File: src/rtl/seg7_pkg.sv
// -----------------------------------------------------------------------------
// seg7_pkg
// Shared definitions for the multiplexed seven-segment scan driver:
//   - code_t / seg_t   : digit code and segment vector types
//   - CODE_*           : special digit codes (dash range, blank)
//   - GLYPH_*          : segment patterns, bit k drives segment k+1
//                        (1 top, 2 upper-right, 3 lower-right, 4 bottom,
//                         5 lower-left, 6 upper-left, 7 middle), active-high
//   - DEFAULT_NUM_DIGITS : default digit count for seg7_scan_driver
// -----------------------------------------------------------------------------
package seg7_pkg;

    localparam int DEFAULT_NUM_DIGITS = 4;

    typedef logic [3:0] code_t;
    typedef logic [6:0] seg_t;

    // Codes 10..14 render a dash, 15 renders nothing.
    localparam code_t CODE_DASH_FIRST = 4'hA;
    localparam code_t CODE_DASH_LAST  = 4'hE;
    localparam code_t CODE_BLANK      = 4'hF;

    localparam seg_t GLYPH_0     = 7'b0111111;
    localparam seg_t GLYPH_1     = 7'b0000110;
    localparam seg_t GLYPH_2     = 7'b1011011;
    localparam seg_t GLYPH_3     = 7'b1001111;
    localparam seg_t GLYPH_4     = 7'b1100110;
    localparam seg_t GLYPH_5     = 7'b1101101;
    localparam seg_t GLYPH_6     = 7'b1111100;
    localparam seg_t GLYPH_7     = 7'b0000111;
    localparam seg_t GLYPH_8     = 7'b1111111;
    localparam seg_t GLYPH_9     = 7'b1100111;
    localparam seg_t GLYPH_DASH  = 7'b1000000;
    localparam seg_t GLYPH_BLANK = 7'b0000000;

endpackage

File: src/rtl/seg7_dec.sv
// -----------------------------------------------------------------------------
// seg7_dec
// Combinational code-to-glyph decoder.
//   code     : 4-bit digit code (0-9 digits, 10-14 dash, 15 blank)
//   segments : 7-bit active-high segment pattern
// -----------------------------------------------------------------------------
module seg7_dec
    import seg7_pkg::*;
(
    input  code_t code,
    output seg_t  segments
);

    always_comb begin
        // NOTE: every output of a combinational block gets a default first so
        // that no path through the case can infer a latch.
        segments = GLYPH_DASH;
        case (code)
            4'd0:       segments = GLYPH_0;
            4'd1:       segments = GLYPH_1;
            4'd2:       segments = GLYPH_2;
            4'd3:       segments = GLYPH_3;
            4'd4:       segments = GLYPH_4;
            4'd5:       segments = GLYPH_5;
            4'd6:       segments = GLYPH_6;
            4'd7:       segments = GLYPH_7;
            4'd8:       segments = GLYPH_8;
            4'd9:       segments = GLYPH_9;
            CODE_BLANK: segments = GLYPH_BLANK;
            default:    segments = GLYPH_DASH;   // CODE_DASH_FIRST..CODE_DASH_LAST
        endcase
    end

endmodule

File: src/rtl/seg7_scan_driver.sv
// -----------------------------------------------------------------------------
// seg7_scan_driver
// Time-multiplexed driver for NUM_DIGITS common-select seven-segment digits.
// New values are staged in a shadow register and only move to the display
// registers at a frame boundary, so a frame never mixes old and new digits.
//
// Parameters
//   NUM_DIGITS   : number of digits (2..8)
//   SCAN_DIV     : clk cycles per digit slot (>= 4)
//   BLANK_CYCLES : all-off time at the start of each slot (< SCAN_DIV)
// Ports
//   clk      : rising-edge clock
//   rst      : asynchronous active-high reset
//   load     : one-cycle strobe capturing value/dp_in into the shadow
//   value    : 4 bits per digit, nibble i = digit i (digit 0 least significant)
//   dp_in    : decimal-point request per digit
//   blank_lz : leading-zero blanking enable, sampled every cycle
//   segments : active-digit segment pattern (registered)
//   dp_out   : active-digit decimal point (registered)
//   digit_en : one-hot digit select, all-zero during blanking (registered)
//   pending  : a loaded value is waiting for the next frame boundary
// -----------------------------------------------------------------------------
module seg7_scan_driver
    import seg7_pkg::*;
#(
    parameter int NUM_DIGITS   = DEFAULT_NUM_DIGITS,
    parameter int SCAN_DIV     = 1024,
    parameter int BLANK_CYCLES = 16
) (
    input  logic                    clk,
    input  logic                    rst,
    input  logic                    load,
    input  logic [4*NUM_DIGITS-1:0] value,
    input  logic [NUM_DIGITS-1:0]   dp_in,
    input  logic                    blank_lz,
    output logic [6:0]              segments,
    output logic                    dp_out,
    output logic [NUM_DIGITS-1:0]   digit_en,
    output logic                    pending
);

    localparam int PW = $clog2(SCAN_DIV);
    localparam int IW = $clog2(NUM_DIGITS);

    localparam logic [PW-1:0] PRESC_LAST = PW'(SCAN_DIV - 1);
    localparam logic [PW-1:0] BLANK_END  = PW'(BLANK_CYCLES);
    localparam logic [IW-1:0] IDX_LAST   = IW'(NUM_DIGITS - 1);

    logic [PW-1:0]                presc;
    logic [IW-1:0]                idx;
    code_t [NUM_DIGITS-1:0]       shadow_code;
    code_t [NUM_DIGITS-1:0]       disp_code;
    logic  [NUM_DIGITS-1:0]       shadow_dp;
    logic  [NUM_DIGITS-1:0]       disp_dp;

    logic                         slot_end;
    logic                         frame_end;
    logic  [NUM_DIGITS-1:0]       lz_mask;
    logic                         upper_zero;
    code_t                        active_code;
    seg_t                         glyph;

    assign slot_end  = (presc == PRESC_LAST);
    assign frame_end = slot_end && (idx == IDX_LAST);

    // Walk from the most significant digit down: a digit is a leading zero
    // while it and everything above it are zero. Digit 0 is never included.
    always_comb begin
        lz_mask    = '0;
        upper_zero = blank_lz;
        for (int i = NUM_DIGITS - 1; i >= 1; i--) begin
            upper_zero = upper_zero && (disp_code[i] == 4'h0);
            lz_mask[i] = upper_zero;
        end
    end

    assign active_code = lz_mask[idx] ? CODE_BLANK : disp_code[idx];

    seg7_dec u_dec (
        .code     (active_code),
        .segments (glyph)
    );

    // Scan timing: prescaler within a slot, digit index across slots.
    always_ff @(posedge clk or posedge rst) begin
        if (rst) begin
            // NOTE: sequential state is always written with non-blocking
            // assignments so every register samples pre-edge values.
            presc <= '0;
            idx   <= '0;
        end else begin
            presc <= slot_end ? '0 : presc + PW'(1);
            if (slot_end)
                idx <= (idx == IDX_LAST) ? '0 : idx + IW'(1);
        end
    end

    // Shadow/display double buffer. The display copy uses the pre-edge
    // shadow, so a load landing on the boundary waits for the next frame.
    always_ff @(posedge clk or posedge rst) begin
        if (rst) begin
            // NOTE: these per-digit registers are few and must read as blank
            // straight out of reset, so they are reset like any control flop.
            shadow_code <= {NUM_DIGITS{CODE_BLANK}};
            disp_code   <= {NUM_DIGITS{CODE_BLANK}};
            shadow_dp   <= '0;
            disp_dp     <= '0;
            pending     <= 1'b0;
        end else begin
            if (frame_end && pending) begin
                disp_code <= shadow_code;
                disp_dp   <= shadow_dp;
            end
            if (load) begin
                shadow_code <= value;
                shadow_dp   <= dp_in;
                pending     <= 1'b1;
            end else if (frame_end) begin
                pending     <= 1'b0;
            end
        end
    end

    // Registered pin drivers, one cycle behind presc/idx.
    always_ff @(posedge clk or posedge rst) begin
        if (rst) begin
            segments <= '0;
            dp_out   <= 1'b0;
            digit_en <= '0;
        end else if (presc < BLANK_END) begin
            segments <= '0;
            dp_out   <= 1'b0;
            digit_en <= '0;
        end else begin
            segments <= glyph;
            dp_out   <= disp_dp[idx];
            digit_en <= NUM_DIGITS'(1) << idx;
        end
    end

endmodule
File: config.mk
export PLATFORM = sky130hd
export DESIGN_NAME = seg7_scan_driver
export DESIGN_NICKNAME = d
export VERILOG_FILES = /design/src/rtl/seg7_pkg.sv /design/src/rtl/seg7_dec.sv /design/src/rtl/seg7_scan_driver.sv
export SDC_FILE = /design/constraint.sdc
export NUM_CORES = 1
export LEC_CHECK = 0
export ABC_AREA = 1
export CAP_MARGIN = 20
export CORE_MARGIN = 4
export CORE_UTILIZATION = 50
export CTS_BUF_LIST = sky130_fd_sc_hd__clkbuf_8
export CTS_CLUSTER_DIAMETER = 150
export DETAILED_ROUTE_END_ITERATION = 12
export PLACE_DENSITY = 0.79
export SLEW_MARGIN = 15
export SYNTH_ARGS = -nofsm -noshare
export SYNTH_HDL_FRONTEND = slang
export SYNTH_SLANG_ARGS = --single-unit
File: constraint.sdc
create_clock -name clk -period 2.44 [get_ports clk]
set_clock_uncertainty 0.15 [all_clocks]
set_input_delay 0.488 -clock clk [delete_from_list [all_inputs] [get_ports clk]]
set_output_delay 0.488 -clock clk [all_outputs]
set_load 0.02 [all_outputs]
# After elaboration in Yosys (flattened, before gate mapping)
# Memories as Yosys holds them, arrays and structs flattened.
# Index checks and enable logic that the tools add are counted.
word_totals:
  regBits: 65
  romBits: 112
  in_bits: 24
  output_inout_bits: 13
  elab_cells: 47
  mem_count: 1
op_classes:
  n_addsub: 2
  order_cmp: 2
  n_eq_ne: 2
  shifts: 1
  muxes: 14
  n_reduce_logical: 9
memory_table:
  columns: ["name", "depth", "width", "read_ports", "rd_clocked_by_memory_dff", "write_ports", "line", "rtl"]
  rows:
  - ["(name not given)", 16, 7, 1, 0, 0, "seg7_dec.sv:18", "case (code)"]
op_table:
  columns: ["operator", "n"]
  rows:
  - ["$logic_not 4->1", 3]
  - ["$mux 4", 3]
  - ["$add 10x1->10 const B", 1]
  - ["$eq 10x10->1 const B", 1]
  - ["$lt 10x5->1 const B", 1]
  - ["$mux 10", 1]
  - ["$bmux 4 s2", 1]
  - ["$mux 7", 1]
  - ["$logic_and 1x1->1", 5]
  - ["$mux 1", 5]
  - ["$bmux 1 s2", 2]
  - ["$shl 1x2->4 const A", 1]
  - ["$lt 2x3->1 const B", 1]
  - ["$add 2x1->2 const B", 1]
  - ["$eq 2x2->1 const B", 1]
  - ["$mux 2", 1]
  - ["$reduce_bool 2->1", 1]

# Logic depth before layout (Yosys ltp)
# An unclocked memory read counts as a cell.
logic_depth:
  depth_word: 9
  depth_mapped: 15
  ltp_nobuf: 14

# Cells and area by module
# From an unflattened synthesis, not the netlist that was laid out.
hier_totals:
  hier_cells: 369
  area_unflattened_um2: 3164.3
by_module_without_submodules:
  columns: ["module", "instances", "cells_each", "area_each_um2"]
  rows:
  - ["seg7_scan_driver", 1, 336, 2944.1]
  - ["seg7_dec", 1, 33, 220.2]

# Worst setup path after synthesis
# OpenSTA, ideal clock, no wires.
synth_path:
  path_kind: "reg-to-reg"
  startpoint: "reg disp_code[10] in the netlist's numbering"
  endpoint: "reg segments[3]"
  setup_time_ns: 0.071
  t_arrival_ns: 1.711
  path_slack_ns: 0.507
  stages_incl_launch_ff: 13
  n_path_buf: 1
  period_less_slack_ns: 1.933
  path_cell_list: "dfstp_2 > nor2_1 > nand2_1 > o21ai_1 > nand3_1 > buf_2 > inv_1 > nor2_1 > inv_1 > ha_1 > a21oi_1 > nor2_1 > nor2_1"
synth_between:
  elab_chain_len: 8
  elab_cells_between_ends: 10
synth_rtl:
  columns: ["element", "line", "rtl"]
  rows:
  - ["from (decl)", "seg7_scan_driver.sv:52", "code_t [NUM_DIGITS-1:0] disp_code;"]
  - ["from (signal assigned)", "seg7_scan_driver.sv:105", "disp_code <= {NUM_DIGITS{CODE_BLANK}};"]
  - ["from (signal assigned)", "seg7_scan_driver.sv:111", "disp_code <= shadow_code;"]
  - ["$logic_not 4->1", "seg7_scan_driver.sv:72", "upper_zero = upper_zero && (disp_code[i] == 4'h0);"]
  - ["$logic_and 1x1->1 (2 in series)", "seg7_scan_driver.sv:72", null]
  - ["$bmux 1 s2", "seg7_scan_driver.sv:77", "assign active_code = lz_mask[idx] ? CODE_BLANK : disp_code[idx];"]
  - ["$mux 1 (not written as such)", "seg7_scan_driver.sv:77", null]
  - ["$mux 4 *", "seg7_scan_driver.sv:77", null]
  - ["$mem_v2 16x7 *", null, null]
  - ["$mux 7 *", "seg7_scan_driver.sv:130", "end else if (presc < BLANK_END) begin"]
  - ["to (signal assigned)", "seg7_scan_driver.sv:135", "segments <= glyph;"]
  - ["to (decl)", "seg7_scan_driver.sv:36", "output logic [6:0] segments,"]
# Every way passes the cells marked *; elsewhere a longest branch is shown, timed or not. The select of a mux whose other input is x is not followed.
# A chain may end at the register's enable or synchronous reset.

# Final worst setup path
layout_path:
  startpoint: "reg idx[0]"
  endpoint: "reg segments[3]"
layout_between:
  elab_chain_len: 5
  elab_cells_between_ends: 7
layout_rtl:
  columns: ["element", "line", "rtl"]
  rows:
  - ["from (decl)", "seg7_scan_driver.sv:50", "logic [IW-1:0] idx;"]
  - ["from (signal assigned)", "seg7_scan_driver.sv:94", "idx <= (idx == IDX_LAST) ? '0 : idx + IW'(1);"]
  - ["$bmux 4 s2 / $bmux 1 s2 (equally long branches)", "seg7_scan_driver.sv:77", null]
  - ["$mux 4 (not written as such) / $mux 1 (equally long branches)", "seg7_scan_driver.sv:77", null]
  - ["$mux 4 *", "seg7_scan_driver.sv:77", null]
  - ["$mem_v2 16x7 *", null, null]
  - ["$mux 7 *", "seg7_scan_driver.sv:130", null]
# Marks and branches as above.

==> impl_results.md <==
* Status: complete, no violations
* Multi-input logic area at 1200 sq um
* Synth Area per Inst at 8.49 sq um
* Share of layout cells above drive strength 1 at 16.3%
* HPWL after detailed placement at 4010 um
* Fin crit share at 86.4%
* Post-route ant nets at 0
* Setup ws final at 0.331 ns
* Met1 Resource Use GR at 22.0%
* Die ar. at 7450 sq um
* Top Ports at 37
* YS warnings at 0
* CP max stage cell: dfrtp_1
* Async SR Flop Fraction at 100%
* Cell area after synthesis at 3060 sq um
* Total track usage at 17.6%
* Main combinational cell family by area after synthesis: simple AND/OR/NAND/NOR gates
* Met3 usage at 4.66%
* Max incr delay on CP at 0.46 ns
* Largest delay share family, worst path: simple AND/OR/NAND/NOR gates
* Initial DRT Pass Iterations at 4
* Overall Power at 2.27 mW
* Critical Path Most Common Cell: nor2_1
* Synth Net Count at 394
* CP arrival at 2.23 ns
* Cell Chain, Critical Path: inv_2 > nor2_1 > nand3_1 > nand2_1 > nand3_1 > inv_1 > nor2_1 > inv_1 > ha_1 > a21oi_1 > nor2_1 > nor2_1
* Routing usage on met2 at 28.9%
* ANT cells at 0
* Final setup vio count at 0
* DR vias at 2377
* TritonCTS clock tree: done
* Post-CTS sizing at 0
* Core Region at 5920 sq um
* Cells after synthesis at 361
* Max-slew violations at 0
* Vias in the first global route at 2406
* Required @ worst endpoint at 2.56 ns
* Synth-to-Final Area Change at 21.1%
* Clk buf depth at 2
* Die W at 86.3 um
* Pwr dens at 612 nW/um^2
* Max-Slew Margin vs Limit at 62.4%
* Synth Register Bits at 65
* Worst Hold Class: in2async
* Max-cap check violation count at 0
* Setup TNS at 0 ns
* Initial antenna violation count at 0
* Core Util, Final at 62.7%
* Unique masters post-synth at 26
* Layout filler cell count at 508
* Post-synth EDFFs at 0
* Fin area at 3710 sq um
* Clock sink count at 65
* Drt via density at 4.95
* Sequential cell area fraction in the yosys report at 54.4%
* Simple-gate share of the synthesized area at 31.5%
* Switching Share at 20.5%
* Psw at 0.466 mW
* Post-CTS Setup Bufs at 0
* Wire per inst at 11.6 um
* Startpoint Class: register
* Critical path buffer and inverter count at 3
* CTS HTree Levels at 3
* GRT overflow at 0
* Final Critical Period at 2.11 ns
* Max Clk Rate at 474 MHz
* Internal power at 1.80 mW
* Most Crowded Layer GR: met2
* RSZ-0062 raised after global routing: false
* GPL Wtd Cong at 0.845
* CP Class: reg2reg
* Sequential Power Share at 50.4%
* Worst-skew pair later-pin latency at 0.34 ns
* Fin cells at 480
* Height of the die at 86.3 um
* Power share of the clock group at 45.2%
* Top FF cell, synth: dfrtp_1
* Initial DRC count at 108
* Post-Synth XOR/XNOR Area at 0.857%
* Cts hold-fix bufs at 0
* Placement Setup Slack at 0.194 ns
* Synth Area in Adders at 3.67%
* Placed insts at 464
* IO Port Bufs at 36
* Largest net degree at the start of global routing at 47
* CP max FO at 15
* Final Hold Viols at 0
* Post-synthesis mux area share at 0%
* Reg area at 1670 sq um
* Area post-placement at 3480 sq um
* Drt drc at 0
* Worst slew pin tran at 0.563 ns
* Initial Util at 51.8%
* Final hold slack at 0.313 ns
* Lkg Pwr at 1.84 nW
* Post-synthesis compound-gate area fraction at 3.27%
* Setup crit end kind: register
* Max VDD drop at 399 uV
* First-pass GRT wire length at 10400 um
* CTS Buf Count at 9
* Clock root cell: clkbuf_8
* Nets at 433
* Final wirelength at 5580 um
* Reg clk slew, reported paths at 0.07 ns
* Combinational Power Share at 4.4%
* Site row count at 28
metal layers:
| layer | share of wire [%] | wire (um) | vias up |
|---|---|---|---|
| met5 | 0 | 0 | - |
| met3 | 5.8 | 322 | 16 |
| met1 | 46 | 2600 | 1086 |
| met2 | 45 | 2530 | 71 |
| met4 | 2.5 | 137 | 0 |
| li1 | - | - | 1204 |
cells in the mapped netlist (2+ instances only):
cell      number  area, sq um
buf_6          4         45.0
a21oi_1        3         15.0
nand2_1      144          541
buf_2          5         25.0
nor2_4         3         33.8
ha_1           9          113
or2_1          2         12.5
inv_2          3         11.3
dfrtp_1       33          826
o21ai_1        5         25.0
nand2_2        3         18.8
clkbuf_1       4         15.0
dfstp_2       32          841
nand3_1       37          185
nor2_1        30          113
xnor2_1        2         17.5
inv_1         26         97.6
o211ai_1       3         22.5
o21ai_0        6         30.0
cells in the final DEF (no fill, tap or decap), types with 2 or more instances in the layout:
cell type / synthesis / final
or2_1: 2 / 2
o21ai_1: 5 / 5
o21ai_0: 6 / 6
nor2_1: 30 / 30
nand3_1: 37 / 37
bufinv_16: 0 / 2
dfstp_2: 32 / 32
clkdlybuf4s50_1: 0 / 36
nor2_4: 3 / 3
nand2_1: 144 / 144
a21oi_1: 3 / 3
xnor2_1: 2 / 2
ha_1: 9 / 9
o211ai_1: 3 / 3
clkinv_2: 0 / 2
buf_4: 0 / 4
inv_1: 26 / 25
inv_2: 3 / 4
dfrtp_1: 33 / 33
clkbuf_8: 0 / 11
nand2_2: 3 / 3
worst reg2reg max path: stages (launching register included):
cell	delay, ns
dfrtp_1	0.46
inv_2	0.24
nor2_1	0.07
nand3_1	0.07
nand2_1	0.05
nand3_1	0.09
inv_1	0.06
nor2_1	0.18
inv_1	0.09
ha_1	0.27
a21oi_1	0.18
nor2_1	0.06
nor2_1	0.07
state kept, by name (all words and copies together) (netlist names):
signal	count
presc	10
idx	2
pending	1
shadow_code	16
shadow_dp	4
disp_code	16
disp_dp	4
segments	7
dp_out	1
digit_en	4
final timing paths:
check                                            startpoint                          end  slack (ns)  cells past startpoint
worst max register to register           idx[0]$_DFFE_PP0N_        segments[3]$_DFF_PP0_        0.33                     12
worst min-delay path                                    rst           presc[5]$_DFF_PP0_        0.31                      2
worst min register to register  shadow_code[11]$_DFFE_PP1P_  shadow_code[11]$_DFFE_PP1P_        0.31                      2
max in group asynchronous                               rst     disp_code[8]$_DFFE_PP1P_        1.19                      3
min in group clk                shadow_code[11]$_DFFE_PP1P_  shadow_code[11]$_DFFE_PP1P_        0.31                      2
worst max-delay path                     idx[0]$_DFFE_PP0N_        segments[3]$_DFF_PP0_        0.33                     12
cells by family (layout without fill, tap and decap cells):
family	Yosys count	in the layout
AND/OR/NAND/NOR	224	224
adder cells (fa/ha/maj)	9	9
buffers and inverters	42	86
flip-flops	65	65
AO/OA/AOI/OAI	18	18
XOR/XNOR	3	3
power groups by stage:
stage                     sequential (mW)  clock [mW]  combinational [mW]
after floorplan                      1.16           0              0.0505
after global placement               1.16           0               0.101
after detailed placement             1.16           0               0.103
after CTS                            1.14        1.06               0.104
after global routing                 1.15        1.10               0.117
final                                1.14        1.03               0.100
layout make-up:
cell class	count	share of cell area (%)
Timing Repair Buffer	41	11.1
Multi-Input combinational cell	254	32.4
Inverter	29	2.93
Tap cell	75	2.53
Clock buffer	11	4.08
Sequential cell	65	44.9
Clock inverter	5	2.06
(Power assumes the default switching activity.)
